`src/rtl/state_seq_decoder.sv`:
```
// Receive-side decoder for the five-state encoder's 3-bit state code stream.
// Classifies code transitions, recovers the input bit and tracks lock/errors.
module state_seq_decoder #(
  parameter int LOCK_N = 3,
  parameter int CNT_W  = 8
) (
  input  logic             clk,
  input  logic             reset,
  input  logic [2:0]       sin,
  output logic             a_out,
  output logic             a_valid,
  output logic             err,
  output logic             locked,
  output logic [CNT_W-1:0] err_cnt,
  output logic [7:0]       bits
);

  // state  | meaning
  // HUNT   | counting consecutive legal transitions toward lock
  // LOCKED | stream trusted; recover bits, flag illegal transitions
  typedef enum logic {
    HUNT   = 1'b0,
    LOCKED = 1'b1
  } state_t;

  localparam logic [3:0]       LOCK_N_C = 4'(LOCK_N);
  localparam logic [CNT_W-1:0] CNT_ONE  = CNT_W'(1);

  state_t           state, state_nxt;
  logic [2:0]       prev;
  logic             prev_v;
  logic [3:0]       run_cnt, run_cnt_nxt;
  logic             a_out_nxt, a_valid_nxt, err_nxt;
  logic [CNT_W-1:0] err_cnt_nxt;
  logic [7:0]       bits_nxt;

  logic             legal, info, a_bit;

  always_comb begin
    legal = 1'b0;
    info  = 1'b0;
    a_bit = 1'b0;
    case ({prev, sin})
      {3'd2, 3'd4}, {3'd6, 3'd5}, {3'd7, 3'd6}: legal = 1'b1;
      {3'd4, 3'd7}, {3'd5, 3'd4}: begin
        legal = 1'b1;
        info  = 1'b1;
        a_bit = 1'b1;
      end
      {3'd4, 3'd6}, {3'd5, 3'd2}: begin
        legal = 1'b1;
        info  = 1'b1;
      end
      default: ;
    endcase
  end

  always_comb begin
    state_nxt   = state;
    run_cnt_nxt = run_cnt;
    a_out_nxt   = a_out;
    a_valid_nxt = 1'b0;
    err_nxt     = 1'b0;
    err_cnt_nxt = err_cnt;
    bits_nxt    = bits;
    // No classification until a previous sample exists.
    if (prev_v) begin
      case (state)
        HUNT: begin
          if (!legal) begin
            run_cnt_nxt = 4'd0;
          end else if (run_cnt + 4'd1 == LOCK_N_C) begin
            state_nxt   = LOCKED;
            run_cnt_nxt = 4'd0;
          end else begin
            run_cnt_nxt = run_cnt + 4'd1;
          end
        end
        LOCKED: begin
          if (!legal) begin
            state_nxt   = HUNT;
            run_cnt_nxt = 4'd0;
            err_nxt     = 1'b1;
            if (err_cnt != '1) err_cnt_nxt = err_cnt + CNT_ONE;
          end else if (info) begin
            a_valid_nxt = 1'b1;
            a_out_nxt   = a_bit;
            bits_nxt    = {bits[6:0], a_bit};
          end
        end
        default: state_nxt = HUNT;
      endcase
    end
  end

  always_ff @(posedge clk or negedge reset) begin
    if (!reset) begin
      state   <= HUNT;
      prev    <= 3'd0;
      prev_v  <= 1'b0;
      run_cnt <= 4'd0;
      a_out   <= 1'b0;
      a_valid <= 1'b0;
      err     <= 1'b0;
      err_cnt <= '0;
      bits    <= 8'd0;
    end else begin
      state   <= state_nxt;
      prev    <= sin;
      prev_v  <= 1'b1;
      run_cnt <= run_cnt_nxt;
      a_out   <= a_out_nxt;
      a_valid <= a_valid_nxt;
      err     <= err_nxt;
      err_cnt <= err_cnt_nxt;
      bits    <= bits_nxt;
    end
  end

  assign locked = (state == LOCKED);

endmodule

```
`config.mk`:
```
export PLATFORM = sky130hd
export DESIGN_NAME = state_seq_decoder
export DESIGN_NICKNAME = d
export VERILOG_FILES = /design/src/rtl/state_seq_decoder.sv
export SDC_FILE = /design/constraint.sdc
export NUM_CORES = 1
export LEC_CHECK = 0
export BUFFER_PORTS_ARGS = -buffer_cell sky130_fd_sc_hd__buf_2
export CAP_MARGIN = 30
export CORE_ASPECT_RATIO = 0.9
export CORE_MARGIN = 3
export CORE_UTILIZATION = 25
export DETAILED_ROUTE_END_ITERATION = 10
export PLACE_DENSITY = 0.49
export SLEW_MARGIN = 15
export SYNTH_ARGS = -nofsm -noshare
export SYNTH_HDL_FRONTEND = slang
export SYNTH_SLANG_ARGS = --single-unit
```
`constraint.sdc`:
```
create_clock -name clk -period 2.34 [get_ports clk]
set_input_delay 0.117 -clock clk [delete_from_list [all_inputs] [get_ports clk]]
set_output_delay 0.117 -clock clk [all_outputs]
set_load 0.01 [all_outputs]
```
[Word level (Yosys, flattened, before mapping)]
Index checks and enable logic that the tools add are counted.
Cells by class
  add/subtract/negate cells: 2
  eq/ne operators: 10
  multiplexer cells: 18
  bitwise operators: 2
  reductions and logical operators: 6
Operator list (number)
  $eq 6x6->1 const B: 6
  $mux 1: 13
  $mux 4: 3
  $add 8x1->8 const B: 1
  $ne 8x8->1 const B: 1
  $pmux 4 s2: 1
  $reduce_and 4->1: 2
  $reduce_or 7->1: 1
  $eq 6x5->1 const B: 1
  $add 4x1->4 const B: 1
  $eq 4x2->1 const B: 1
  $reduce_or 4->1: 1
  $ne 2x2->1 const B: 1
  $not 1->1: 2
  $pmux 1 s2: 1
  $reduce_and 2->1: 1
  $reduce_or 2->1: 1
Storage, ports and cells
  register bits after elaboration: 28
  input bits: 5
  output and inout bits: 20
  word-level logic and storage cells: 47

[Longest topological paths before layout]
  depth in word-level cells: 7
  mapped depth: 7
  depth with buffers taken out: 6

[Worst setup path before layout]
OpenSTA, ideal clock, no wires.
  kind: register to register
  start: register prev[1]
  end: register err_cnt[1]
  library setup time: 0.125 ns
  data arrival time: 1.642 ns
  required time: 2.215 ns
  setup slack: 0.573 ns
  stages on the path, launching flop included: 7
  buffers on the path: 0
  period minus slack after synthesis: 1.767 ns
  cells stage by stage: dfrtp_1 -> or2b_1 -> nor4_1 -> a22oi_2 -> o21ai_2 -> or3b_4 -> mux2_4
On the way
  word-level cells in the longest chain between the ends: 5
  elaborated cells between the ends (all ways): 11
  classes of those cells: eq/ne: 7; mux: 1; bitwise: 1; reduce/logical: 2
Ends and longest elaborated chain
  from (decl): line 30  | logic [2:0] prev;
  from (signal assigned): line 109  | prev <= sin;
  $eq 6x6->1 / $eq 6x5->1 (equally long branches): line 43  | case ({prev, sin})
  $reduce_or 7->1 (no source line) (*)
  $mux 1 (*): line 43
  $not 1->1 (no source line) (*)
  $reduce_and 4->1 (no source line) (*)
  to (signal assigned): line 115  | err_cnt <= err_cnt_nxt;
  to (decl): line 14  | output logic [CNT_W-1:0] err_cnt,
Mark *: on every way between the ends. The rest lies on a longest branch, timed or not.
A chain may end at the register's enable or synchronous reset.

[Worst setup path after layout]
Ends and elaborated chain as after synthesis.

==> run metrics <==
status=finished clean; total power=about 850 uW; arrival time of the worst setup path=~2.1 ns; met2 WL=about 1100 um; mean area per synthesized cell=around 11 um2; drt pass-1 iters=4; total wire length=2470 um; post_cts resized=0; setup violators final=0; all-layer global routing usage=just under 9%; Gate Count Post-Synth=116; global placer's final weighted congestion=0.809; vias in the first global route=~950; Horiz. Die Dim=around 83 um; Worst Setup Slack, final=roughly 0.38 ns; Row Count=24; Hold Slack=approximately 0.023 ns; starting density of the core=a little over a quarter; CTS Buf Count=3; core area=roughly 0.005 mm2; CP max FO=8; Leak=0.747 nW; Clock Skews=just under 0.002 ns; Critical-path top delay cell=dfrtp_1; pin count of the biggest net entering global routing=28; RSZ-0062 raised after global routing=no; routed wl met3=156 um; DRC viols=0; CTS sink cnt=27; Synth-to-Final Area Change=18.8%; fin. max-slew vios=0; area of the mapped netlist=around 0.0013 mm2; DP Worst Slack=approximately 0.42 ns; met1 wire length=between 1000 and 1500 um; Nets=around 150; Crit. End Element=register; syn_nets=~120; top post-synthesis cells by area=dfrtp_1, mux2_2, xor2_1; drt wl/cell=between 10 and 15 um; Pwr per Cell Area=roughly 540 mW/mm2; total gr overflow=0; highest metal used=met4; top cell type's share of synthesized area=around 50%; HPWL after DPL=about 1900 um; Tcrit/Tclk final=83.6%; startpoint class of the critical path=register; port bufs=24; Worst-Margin Slew=just over 0.6 ns; Boundary Pins=25; layout cells sized above 1=a little under a third; die footprint=~0.0062 mm2; crit path cell chain=or2b_1, mux2i_1, o22ai_1, o21ai_2, or3b_4, mux2_4; Hold Path Class=primary input to register; worst vdd ir=around 0.24 mV; max frequency=a little over 500 MHz; cell class contributing the biggest share of worst-path delay=simple AND/OR/NAND/NOR gates; die height=roughly 75 um; Worst-Skew Late Latency=0.27 ns; via/cell ratio=between 4 and 5; setup TNS=0 ns; worst rel slew slack=about three fifths; Yosys top cell by area=dfrtp_1; post-route ant nets=0; WP data required=approximately 2.5 ns; Synth cell types=37; highest cell delay on the worst timing path=0.49 ns; post-synthesis register bit count=27; Seq/Total Area, Yosys=~50%; clock root cell=clkbuf_8; CTS tree=built; htree depth=1; postcts setup bufs=0; Reg clk slew, reported paths=approximately 0.090 ns; initial DRC count=55; ant diodes=0; max cap viols=0; vias post-DR=947; CP Buf/Inv Count=0; final number of hold-violating endpoints=0; first-pass GRT wire length=between 4000 and 5000 um; most common cell after layout, fill and taps aside=dfrtp_1; Ys Warns=0; Final Core Density=between 30% and 40%; most frequent cells in the layout=dfrtp_1, buf_2, mux2_2; initial antenna violation count=0; Tmin final=1.96 ns; maximum clock path buffer count=2; crit path kind=register to register
## where the power goes
part / total [mW] / internal, mW / switching [mW]
Clock: 0.267 / 0.121 / 0.147
Combinational: 0.0774 / 0.0340 / 0.0434
Sequential: 0.503 / 0.482 / 0.0213
Total: 0.848 / 0.636 / 0.211
## repair_timing
action	4_1_cts	5_1_grt
hold buffers	1	0
endpoints found under the setup margin	0	0
endpoints found under the hold margin	27	0
## registers in the layout (all words and copies together) (netlist names)
| name | cells |
|---|---|
| bits | 8 |
| err | 1 |
| locked | 1 |
| prev_v | 1 |
| prev | 3 |
| a_valid | 1 |
| run_cnt | 4 |
| err_cnt | 8 |
## cells by family after synthesis
logic type / share of synthesized area [%]
AND/OR/NAND/NOR: 19.5
flip-flops: 51.0
AO/OA/AOI/OAI: 7.27
multiplexers: 11.0
buffers and inverters: 3.40
XOR/XNOR: 4.63
adder cells (fa/ha/maj): 2.83
other: 0.283
## layer usage
| layer | vias to the layer above | track usage [%] |
|---|---|---|
| met1 | 455 | 11.0 |
| met4 | 0 | 2.18 |
| li1 | 463 | - |
| met2 | 27 | 14.8 |
| met3 | 2 | 3.11 |
| met5 | - | 0 |
## cell usage after synthesis
cell type	number
nor3b_2	1
xnor2_1	2
nor3_1	4
nor4b_1	2
and4_1	1
o22ai_1	2
nand2b_4	1
or3b_4	1
or2_2	1
o21a_1	1
inv_1	7
mux2_1	1
conb_1	1
or3_1	1
buf_6	1
dfrtp_1	27
mux2_2	8
nand2_1	7
nand3_1	4
a21oi_1	4
nand4_1	2
and4b_1	1
o21ai_0	7
and3_1	2
o21ai_2	1
nand2b_1	1
mux2i_1	3
nor4b_4	1
xor2_1	5
a22oi_2	1
nand3b_1	1
nor4_1	1
nor2_1	6
buf_4	1
mux2_4	1
or2b_1	2
ha_1	3
## path summary, 6_finish.rpt
check / depth (start not counted) / slack [ns] / from / end
min in group asynchronous: 2 / 0.38 / reset / bits[1]
worst min-delay path: 1 / 0.02 / sin[0] / prev[0]
worst max register to register: 6 / 0.38 / prev[1] / err_cnt[1]
worst max-delay path: 6 / 0.38 / prev[1] / err_cnt[1]
worst min register to register: 1 / 0.50 / err_cnt[5] / err_cnt[5]
max in group asynchronous: 2 / 1.56 / reset / run_cnt[1]
## layout make-up
| type | instances | area (um2) |
|---|---|---|
| Fill cell | 527 | 3410 |
| Sequential cell | 27 | 676 |
| Multi-Input combinational cell | 80 | 604 |
| Timing Repair Buffer | 26 | 138 |
| Tap cell | 65 | 81.3 |
| Clock buffer | 3 | 41.3 |
| Inverter | 7 | 26.3 |
| Clock inverter | 1 | 7.51 |
## per-stage QoR
step                area (um2)  cells
floorplan                 1330    116
global placement          1520    204
detailed placement        1520    204
CTS                       1570    209
global route              1570    209
finish                    1570    209
(Power assumes the default switching activity.)
